[config.mk]
export PLATFORM = sky130hd
export DESIGN_NAME = cw_reg_pipe_flat
export DESIGN_NICKNAME = d
export VERILOG_FILES = /design/src/rtl/cw_clock_pkg.sv /design/src/rtl/cw_reg_pipe_if.sv /design/src/rtl/cw_pipe_stage.sv /design/src/rtl/cw_reg_pipe.sv /design/src/flat_wrapper.sv
export SDC_FILE = /design/constraint.sdc
export NUM_CORES = 1
export LEC_CHECK = 0
export ABC_AREA = 1
export BUFFER_PORTS_ARGS = -buffer_cell sky130_fd_sc_hd__buf_2
export CAP_MARGIN = 25
export CORE_MARGIN = 5
export CORE_UTILIZATION = 42
export DETAILED_ROUTE_END_ITERATION = 10
export PLACE_DENSITY = 0.7
export SYNTH_ARGS = -nofsm -noshare
export SYNTH_HDL_FRONTEND = slang
export SYNTH_SLANG_ARGS = --single-unit
export TNS_END_PERCENT = 20
[constraint.sdc]
create_clock -name i_Clk -period 1.3 [get_ports i_Clk]
set_input_delay 0 -clock i_Clk [delete_from_list [all_inputs] [get_ports i_Clk]]
set_output_delay 0 -clock i_Clk [all_outputs]
set_load 0.005 [all_outputs]
[src/rtl/cw_clock_pkg.sv]
// Shared constants and helpers for the digital clock datapath.
package cw_clock_pkg;

  localparam int unsigned CW_WIDTH = 4;
  localparam int unsigned CW_DEPTH = 2;

  // Ceiling log2; returns 0 for x <= 1.
  function automatic int unsigned clog2(input int unsigned x);
    int unsigned r;
    int unsigned v;
    r = 0;
    if (x > 1) begin
      v = x - 1;
      while (v > 0) begin
        r = r + 1;
        v = v >> 1;
      end
    end
    return r;
  endfunction

endpackage

[src/rtl/cw_reg_pipe_if.sv]
// Valid/ready stream plus occupancy for cw_reg_pipe; slave = pipeline side.
interface cw_reg_pipe_if
  import cw_clock_pkg::*;
#(
  parameter int unsigned WIDTH = CW_WIDTH,
  parameter int unsigned DEPTH = CW_DEPTH
);
  localparam int unsigned CW = clog2(DEPTH + 1);

  logic [WIDTH-1:0] i_Din;
  logic             i_Valid;
  logic             o_Ready;
  logic [WIDTH-1:0] o_Qout;
  logic             o_Valid;
  logic             i_Ready;
  logic [CW-1:0]    o_Count;

  modport slave (
    input  i_Din, i_Valid, i_Ready,
    output o_Ready, o_Qout, o_Valid, o_Count
  );

  modport master (
    output i_Din, i_Valid, i_Ready,
    input  o_Ready, o_Qout, o_Valid, o_Count
  );

endinterface

[src/rtl/cw_pipe_stage.sv]
// One valid+data register stage; ready_c = !valid | next_ready lets bubbles collapse.
module cw_pipe_stage #(
  parameter int unsigned WIDTH = 4
) (
  input  logic             clk,
  input  logic             rst_n,
  input  logic             flush,
  input  logic             in_valid,
  input  logic [WIDTH-1:0] in_data,
  input  logic             next_ready,
  output logic             valid,
  output logic [WIDTH-1:0] data,
  output logic             ready_c
);

  assign ready_c = !valid | next_ready;

  // Data only loads on a real incoming beat, so an idle stage keeps its last value.
  always_ff @(posedge clk or negedge rst_n) begin
    if (!rst_n) begin
      valid <= 1'b0;
      data  <= '0;
    end else begin
      if (flush) begin
        valid <= 1'b0;
      end else if (ready_c) begin
        valid <= in_valid;
        if (in_valid) begin
          data <= in_data;
        end
      end
    end
  end

endmodule

[src/rtl/cw_reg_pipe.sv]
// DEPTH-stage flow-controlled register pipeline with occupancy count.
// Optional synchronous flush input i_Clr when CW_REG_PIPE_CLR_EN is defined.
module cw_reg_pipe
  import cw_clock_pkg::*;
#(
  parameter int unsigned WIDTH = CW_WIDTH,
  parameter int unsigned DEPTH = CW_DEPTH
) (
  input  logic         i_Clk,
  input  logic         i_Rst_n,
`ifdef CW_REG_PIPE_CLR_EN
  input  logic         i_Clr,
`endif
  cw_reg_pipe_if.slave bus
);

  localparam int unsigned CW = clog2(DEPTH + 1);

  logic             v   [DEPTH];
  logic [WIDTH-1:0] d   [DEPTH];
  logic             vin [DEPTH];
  logic [WIDTH-1:0] din [DEPTH];
  logic             r   [DEPTH+1];
  logic             flush_c;
  logic             in_acc_c;
  logic             out_acc_c;
  logic [CW-1:0]    count;

`ifdef CW_REG_PIPE_CLR_EN
  assign flush_c = i_Clr;
`else
  assign flush_c = 1'b0;
`endif

  assign r[DEPTH] = bus.i_Ready;

  for (genvar k = 0; k < DEPTH; k++) begin : g_stage
    if (k == 0) begin : g_head
      assign vin[k] = bus.i_Valid;
      assign din[k] = bus.i_Din;
    end else begin : g_body
      assign vin[k] = v[k-1];
      assign din[k] = d[k-1];
    end

    cw_pipe_stage #(.WIDTH(WIDTH)) u_stage (
      .clk        (i_Clk),
      .rst_n      (i_Rst_n),
      .flush      (flush_c),
      .in_valid   (vin[k]),
      .in_data    (din[k]),
      .next_ready (r[k+1]),
      .valid      (v[k]),
      .data       (d[k]),
      .ready_c    (r[k])
    );
  end

  assign in_acc_c  = bus.i_Valid & r[0];
  assign out_acc_c = v[DEPTH-1] & bus.i_Ready;

  // Occupancy: simultaneous accept and emit cancel out.
  always_ff @(posedge i_Clk or negedge i_Rst_n) begin
    if (!i_Rst_n) begin
      count <= '0;
    end else if (flush_c) begin
      count <= '0;
    end else if (in_acc_c && !out_acc_c) begin
      count <= count + CW'(1);
    end else if (!in_acc_c && out_acc_c) begin
      count <= count - CW'(1);
    end
  end

  assign bus.o_Ready = r[0];
  assign bus.o_Valid = v[DEPTH-1];
  assign bus.o_Qout  = d[DEPTH-1];
  assign bus.o_Count = count;

endmodule

[src/flat_wrapper.sv]
// flat-port wrapper written by rule: the top's interface ports become plain ports
module cw_reg_pipe_flat import cw_clock_pkg::*;
#(
  parameter int unsigned WIDTH = CW_WIDTH,
  parameter int unsigned DEPTH = CW_DEPTH
)
  (i_Clk, i_Rst_n, bus_i_Din, bus_i_Valid, bus_i_Ready, bus_o_Ready, bus_o_Qout, bus_o_Valid, bus_o_Count);
  cw_reg_pipe_if #(.WIDTH(WIDTH), .DEPTH(DEPTH)) bus_i ();
  input  logic i_Clk;
  input  logic i_Rst_n;
  input wire logic [$bits(bus_i.i_Din)-1:0] bus_i_Din;
  input wire logic [$bits(bus_i.i_Valid)-1:0] bus_i_Valid;
  input wire logic [$bits(bus_i.i_Ready)-1:0] bus_i_Ready;
  output wire logic [$bits(bus_i.o_Ready)-1:0] bus_o_Ready;
  output wire logic [$bits(bus_i.o_Qout)-1:0] bus_o_Qout;
  output wire logic [$bits(bus_i.o_Valid)-1:0] bus_o_Valid;
  output wire logic [$bits(bus_i.o_Count)-1:0] bus_o_Count;
  assign bus_i.i_Din = bus_i_Din;
  assign bus_i.i_Valid = bus_i_Valid;
  assign bus_i.i_Ready = bus_i_Ready;
  assign bus_o_Ready = bus_i.o_Ready;
  assign bus_o_Qout = bus_i.o_Qout;
  assign bus_o_Valid = bus_i.o_Valid;
  assign bus_o_Count = bus_i.o_Count;
  cw_reg_pipe #(.WIDTH(WIDTH), .DEPTH(DEPTH)) u_core (.i_Clk(i_Clk), .i_Rst_n(i_Rst_n), .bus(bus_i));
endmodule
==> reports/results.tsv, run 1 <==
stage	metric	value	unit
cts	clock_path_buffers	2	
die	num_rows	13	
worst_hold_path	holdPathStages	3	
critical_path	cp_max_fo	6	
logic_synthesis	synth.avg_cell_area	8.98	um^2
logic_synthesis	synthesis.area	548	um^2
detailed_routing	antenna_left	0	
timing	finClkSkew	0.00574	ns
cts	cts_root_buf	clkbuf_4	
timing	worstMarginPinSlew	0.262	ns
critical_path	end_kind	flip-flop	
logic_synthesis	synthAdderAreaFrac	0.0228	
logic_synthesis	synthXorXnorAreaFrac	0.0160	
logic_synthesis	yosys.area.top_type	dfrtp_1	
cts	h-tree-depth	1	
logic_synthesis	synth_top_family_by_area	simple AND/OR/NAND/NOR gates	
power_and_ir_drop	p_leak	0.400	nW
grt	grt_max_degree	13	
logic_synthesis	syn_nets	70	
timing	hold_violations	0	
die	fp.dieArea	2130	um^2
placed_design	place.gp.congestion	0.661	
timing	setup-tns-final	0	ns
placed_design	dpl.cell_count	89	
cts	post-cts-setup-buffer-count	0	
timing	fmax	0.843	GHz
finish	multi_input_area	208	um^2
power_and_ir_drop	p_per_area	1590	nW/um^2
die	core	1270	um^2
timing	setup_slack	0.114	ns
critical_path	path_class	reg -> reg	
timing	finalSetupViolations	0	
finish	final_util	0.573	
grt	grtUsageTotal	0.106	
grt	grt_pass1_wl	1.62	mm
logic_synthesis	synth_mux_area_frac	0	
die	io_pins	16	
logic_synthesis	ys_seq_area_frac	0.548	
logic_synthesis	synthSimpleGateAreaFrac	0.317	
cts	cts_tree	yes	
die	start_util	0.432	
finish	antenna_cells	0	
die	die_w	46.1	um
logic_synthesis	ys_types	10	
detailed_routing	dr.pass1.iters	4	
critical_path	critical-path-max-stage-delay	0.45	ns
grt	grt_pass1_vias	417	
logic_synthesis	synth_compound_area_frac	0	
timing	drv_slew	0	
timing	max-slew-margin-rel	0.825	
timing	fin_crit_sh	0.912	
critical_path	cp.arrival	1.36	ns
placed_design	place_ws	0.0303	ns
cts	cts_buffers	3	
logic_synthesis	netlist_top_cells_area	dfrtp_1, nand2_1, nand3_1	
finish	drive_gt1_frac	0.325	
die	dieHeight	46.1	um
run	cap_violations	0	
critical_path	slowest_stage	dfrtp_2	
finish	fin_cells	98	
grt	grt_overflow	0	
cts	clk_latency	0.27	ns
logic_synthesis	syn_inst	61	
critical_path	cp_cell_sequence	nand3_4 -> nand2_4 -> inv_2 -> ha_4 -> inv_2 -> nand3_1 -> nand2_1 -> nand2_1	
worst_hold_path	holdCritPathClass	in -> reg	
cts	clock-sinks	12	
logic_synthesis	synth_warnings	0	
detailed_routing	drc	0	
detailed_routing	wl	941	um
detailed_routing	avgRoutedWirePerCell	9.60	um
finish	area_growth	32.6	%
finish	seq_area	302	um^2
logic_synthesis	synth_top_area_frac	0.548	
logic_synthesis	ys_seq_elements	12	
timing	fin_crit	1.19	ns
cts	clkTransAtPathRegs	0.08	ns
critical_path	startpoint_type	flip-flop	
power_and_ir_drop	peakVddDrop	0.780	mV
detailed_routing	avgViaCountPerCell	4.52	
critical_path	reg2reg_depth	8	
detailed_routing	vias	443	
placed_design	port_buffers	15	
detailed_routing	drt_iter0_drc	5	
finish	fin_nets	93	
finish	fillers	111	
critical_path	critical_path_required	1.47	ns
outcome	status	completed	
grt	antenna_found_initial	0	
timing	rsz0062_at_grt	no	
-- layout by cell type, fill, tap and decap left out, types with 2 or more instances in the layout --
cell	instances
nand3_1	9
inv_1	4
clkbuf_4	3
dfrtp_1	11
nand2_1	25
dlygate4sd3_1	5
inv_2	2
buf_2	15
buf_4	2
-- layout make-up --
class / count / area share
inverter: 6 / 0.0310
timing repair buffer: 22 / 0.193
sequential: 12 / 0.415
tap: 15 / 0.0258
multi-input combinational: 39 / 0.286
clock buffer: 4 / 0.0499
-- cells in the mapped netlist --
library cell	instances
nand2_4	1
buf_4	4
dfrtp_1	12
inv_1	6
nand3_1	9
xnor2_1	1
nand4_1	1
nand2_1	25
ha_1	1
nand3_4	1
-- metal layers --
| layer | global-route usage | up-vias | part of all wire |
|---|---|---|---|
| li1 | - | 234 | - |
| met1 | 0.140 | 192 | 0.46 |
| met2 | 0.154 | 15 | 0.47 |
| met3 | 0.0234 | 2 | 0.058 |
| met4 | 0.0682 | 0 | 0.015 |
| met5 | 0 | - | 0 |
-- stage by stage --
step	cell area (um^2)	hold WS, ns	total power, mW
floorplan	561	-0.296	0.771
global placement	639	-0.110	0.853
detailed placement	639	-0.112	0.862
CTS	726	0.0179	1.17
global route	727	0.0275	1.26
finish	727	0.0228	1.16
-- cell families after synthesis --
family,count (synthesis)
adder cells (fa/ha/maj),1
XOR/XNOR,1
buffers and inverters,10
AND/OR/NAND/NOR,37
flip-flops,12
-- worst max-delay path: cells and delay by family (launching register included) --
kind	cells	cell delay (ns)
buf+inv	2	0.12
simple gates	5	0.33
fa+ha+maj	1	0.19
flops	1	0.45
-- timing repair --
action                     4_1_cts  5_1_grt
hold endpoints to repair        16        0
setup endpoints to repair        0        1
resized for setup                0        3
hold buffers                     5        0
-- path summary, 6_finish.rpt --
| kind | to | slack (ns) | startpoint |
|---|---|---|---|
| max | u_core.bus.o_Count[1] | 0.11 | u_core.g_stage[1].u_stage.valid |
| min | u_core.g_stage[0].u_stage.data[0] | 0.02 | bus_i_Valid |
| max reg2reg | u_core.bus.o_Count[1] | 0.11 | u_core.g_stage[1].u_stage.valid |
| min reg2reg | u_core.g_stage[1].u_stage.data[2] | 0.47 | u_core.g_stage[1].u_stage.data[2] |
| max in group asynchronous | u_core.g_stage[1].u_stage.valid | 0.95 | i_Rst_n |
| min in group asynchronous | u_core.bus.o_Count[1] | 0.13 | i_Rst_n |
-- report_power, final --
group	switching [mW]	leakage (nW)	internal, mW
Clock	0.124	0.0210	0.170
Sequential	0.0694	0.145	0.472
Combinational	0.160	0.234	0.163
-- flip-flops by register name (all words and copies together), names as in the netlist --
signal,count
u_core.g_stage.u_stage.valid,2
u_core.g_stage.u_stage.data,8
u_core.bus.o_Count,2
(Power assumes the default switching activity.)
==> run 2, diff against run 1 <==
Settings changed: CORE_AREA set to 2 2 39 41, CORE_MARGIN 5 to unset, CORE_UTILIZATION 42 to unset, DIE_AREA set to 0 0 41 43, PLACE_DENSITY 0.7 to 0.66, SLEW_MARGIN set to 30.
Clock period 1.3 ns to 1.4 ns, I/O delays scaled along.
==> run 2 against run 1 <==
Die area is 17% lower. First-iteration DRC count is 60% lower. Critical path type unchanged. Clock power is 30% lower. Fmax is 11% lower. Utilization is 6.6 points lower.
==> reports/results.tsv, run 2 (same netlist as run 1, synthesis figures left out) <==
stage	metric	value	unit
critical_path	startpoint_type	flip-flop	
finish	fillers	138	
die	dieHeight	43	um
die	start_util	0.396	
critical_path	critical-path-max-stage-delay	0.41	ns
critical_path	timing.critical_path.buf_inv	2	
timing	worstMarginPinSlew	0.257	ns
critical_path	end_kind	flip-flop	
critical_path	critical_path_required	1.56	ns
power_and_ir_drop	peakVddDrop	0.700	mV
power_and_ir_drop	p_leak	0.394	nW
die	core	1380	um^2
critical_path	path_class	reg -> reg	
timing	rsz0062_at_grt	no	
finish	top_register	u_core.g_stage.u_stage.data	
grt	grt_overflow	0	
placed_design	place.gp.congestion	0.651	
critical_path	reg2reg_depth	8	
cts	h-tree-depth	1	
detailed_routing	vias	450	
timing	hold_violations	0	
die	fp.dieArea	1760	um^2
finish	fin_nets	93	
critical_path	critical-path-top-delay-family	flip-flops	
grt	antenna_found_initial	0	
grt	grt_pass1_vias	387	
finish	area_growth	28.1	%
grt	grt_pass1_wl	1.64	mm
critical_path	regToRegSetupSlack	0.07	ns
cts	clk_latency	0.27	ns
cts	clock-sinks	12	
detailed_routing	dr.pass1.iters	4	
timing	finClkSkew	0.00375	ns
detailed_routing	avgViaCountPerCell	4.59	
finish	final_common_cell	nand2_1	
cts	cts_buffers	3	
grt	grt.met3_usage	0.0471	
cts	cts_root_buf	clkbuf_4	
timing	fmax	0.753	GHz
finish	fin_area	702	um^2
detailed_routing	drt_iter0_drc	2	
finish	largest_reg_flops	8	
die	io_pins	16	
finish	drive_gt1_frac	0.293	
grt	use_met2	0.209	
run	cap_violations	0	
grt	grtUsageTotal	0.148	
critical_path	path_depth	8	
critical_path	endpoint	u_core.bus.o_Count[1]	
timing	timing.hold.ws	0.0362	ns
grt	use_met1	0.172	
cts	clkTransAtPathRegs	0.07	ns
grt	grt-busiest-layer	met2	
placed_design	hpwl	677	um
cts	cts_tree	yes	
cts	post-cts-setup-buffer-count	0	
timing	max-slew-margin-rel	0.828	
finish	antenna_cells	0	
critical_path	r2r_end	u_core.bus.o_Count[1]	
placed_design	place_area	628	um^2
critical_path	startpoint	u_core.g_stage[1].u_stage.valid	
die	die_w	41	um
critical_path	cp_max_fo	6	
critical_path	cp_cell_sequence	nand3_4 -> nand2_4 -> inv_1 -> ha_1 -> inv_2 -> nand3_1 -> nand2_1 -> nand2_1	
critical_path	slowest_stage	dfrtp_2	
outcome	status	completed	
die	num_rows	14	
timing	finalSetupViolations	0	
grt	grt_max_degree	13	
finish	layout_common_cells	nand2_1, buf_2, dfrtp_1	
worst_hold_path	holdPathStages	3	
worst_hold_path	holdCritPathClass	in -> reg	
detailed_routing	wl	998	um
power_and_ir_drop	p_per_area	1440	nW/um^2
timing	setup-tns-final	0	ns
timing	fin_crit	1.33	ns
detailed_routing	antenna_left	0	
detailed_routing	drc	0	
cts	clock_path_buffers	2	
critical_path	rr_startpoint	u_core.g_stage[1].u_stage.valid	
placed_design	port_buffers	15	
timing	drv_slew	0	
timing	fin_crit_sh	0.948	
critical_path	crit_top_cell	nand2_1	
critical_path	cp.arrival	1.49	ns
detailed_routing	avgRoutedWirePerCell	10.2	um
==> run 2: cell types whose count changed in the layout (fill, tap and decap cells not counted) <==
cell / delta
clkbuf_8: -1
ha_1: +1
ha_4: -1
inv_1: +1
inv_2: -1
==> run 2: final cells by class <==
type	count	area, um^2	share of cell area
clock buffers	3	22.5	0.0321
inverters	6	22.5	0.0321
multi-input cells	39	195	0.278
flip-flops and latches	12	302	0.430
well taps	16	20.0	0.0285
repair buffers	22	140	0.200
==> run 2: worst min path at each step <==
stage,slack (ns),startpoint,to
4_1_cts,0.03,bus_i_Valid,u_core.g_stage[0].u_stage.data[3]
3_3_place_gp,-0.11,i_Rst_n,u_core.bus.o_Count[1]
3_5_place_dp,-0.11,i_Rst_n,u_core.bus.o_Count[1]
5_1_grt,0.03,bus_i_Valid,u_core.g_stage[0].u_stage.data[3]
6_report,0.04,bus_i_Valid,u_core.g_stage[0].u_stage.data[3]
2_1_floorplan,-0.30,i_Rst_n,u_core.bus.o_Count[0]
==> run 2: per-layer routing <==
metal / up-vias / share of wire
li1: 231 / -
met1: 202 / 0.42
met2: 15 / 0.52
met3: 2 / 0.040
met4: 0 / 0.014
met5: - / 0
==> run 2: worst register-to-register path: cells and delay by family, from the launching register on <==
family        cells  cell delay, ns
simple gates      5            0.35
fa+ha+maj         1            0.33
flops             1            0.41
buf+inv           2            0.13
==> run 2: stage by stage <==
step	instances	utilization	power [mW]	setup slack [ns]
2_1_floorplan	61	-	0.708	0.0583
3_5_place_dp	90	0.454	0.791	0.0671
3_3_place_gp	90	0.454	0.781	0.0946
4_1_cts	98	0.506	1.02	0.0136
6_report	98	0.507	1.01	0.0726
5_1_grt	98	0.507	1.09	0.00900
==> run 2: where the power goes <==
part	internal [mW]	switching [mW]	leakage, nW
sequential	0.438	0.0638	0.145
combinational	0.146	0.155	0.235
clock	0.0994	0.105	0.0138
==> run 2: what timing repair did <==
item	CTS	global route
endpoints found under the hold margin	16	0
resized for setup	0	2
setup endpoints to repair	0	1
hold buffers	5	0
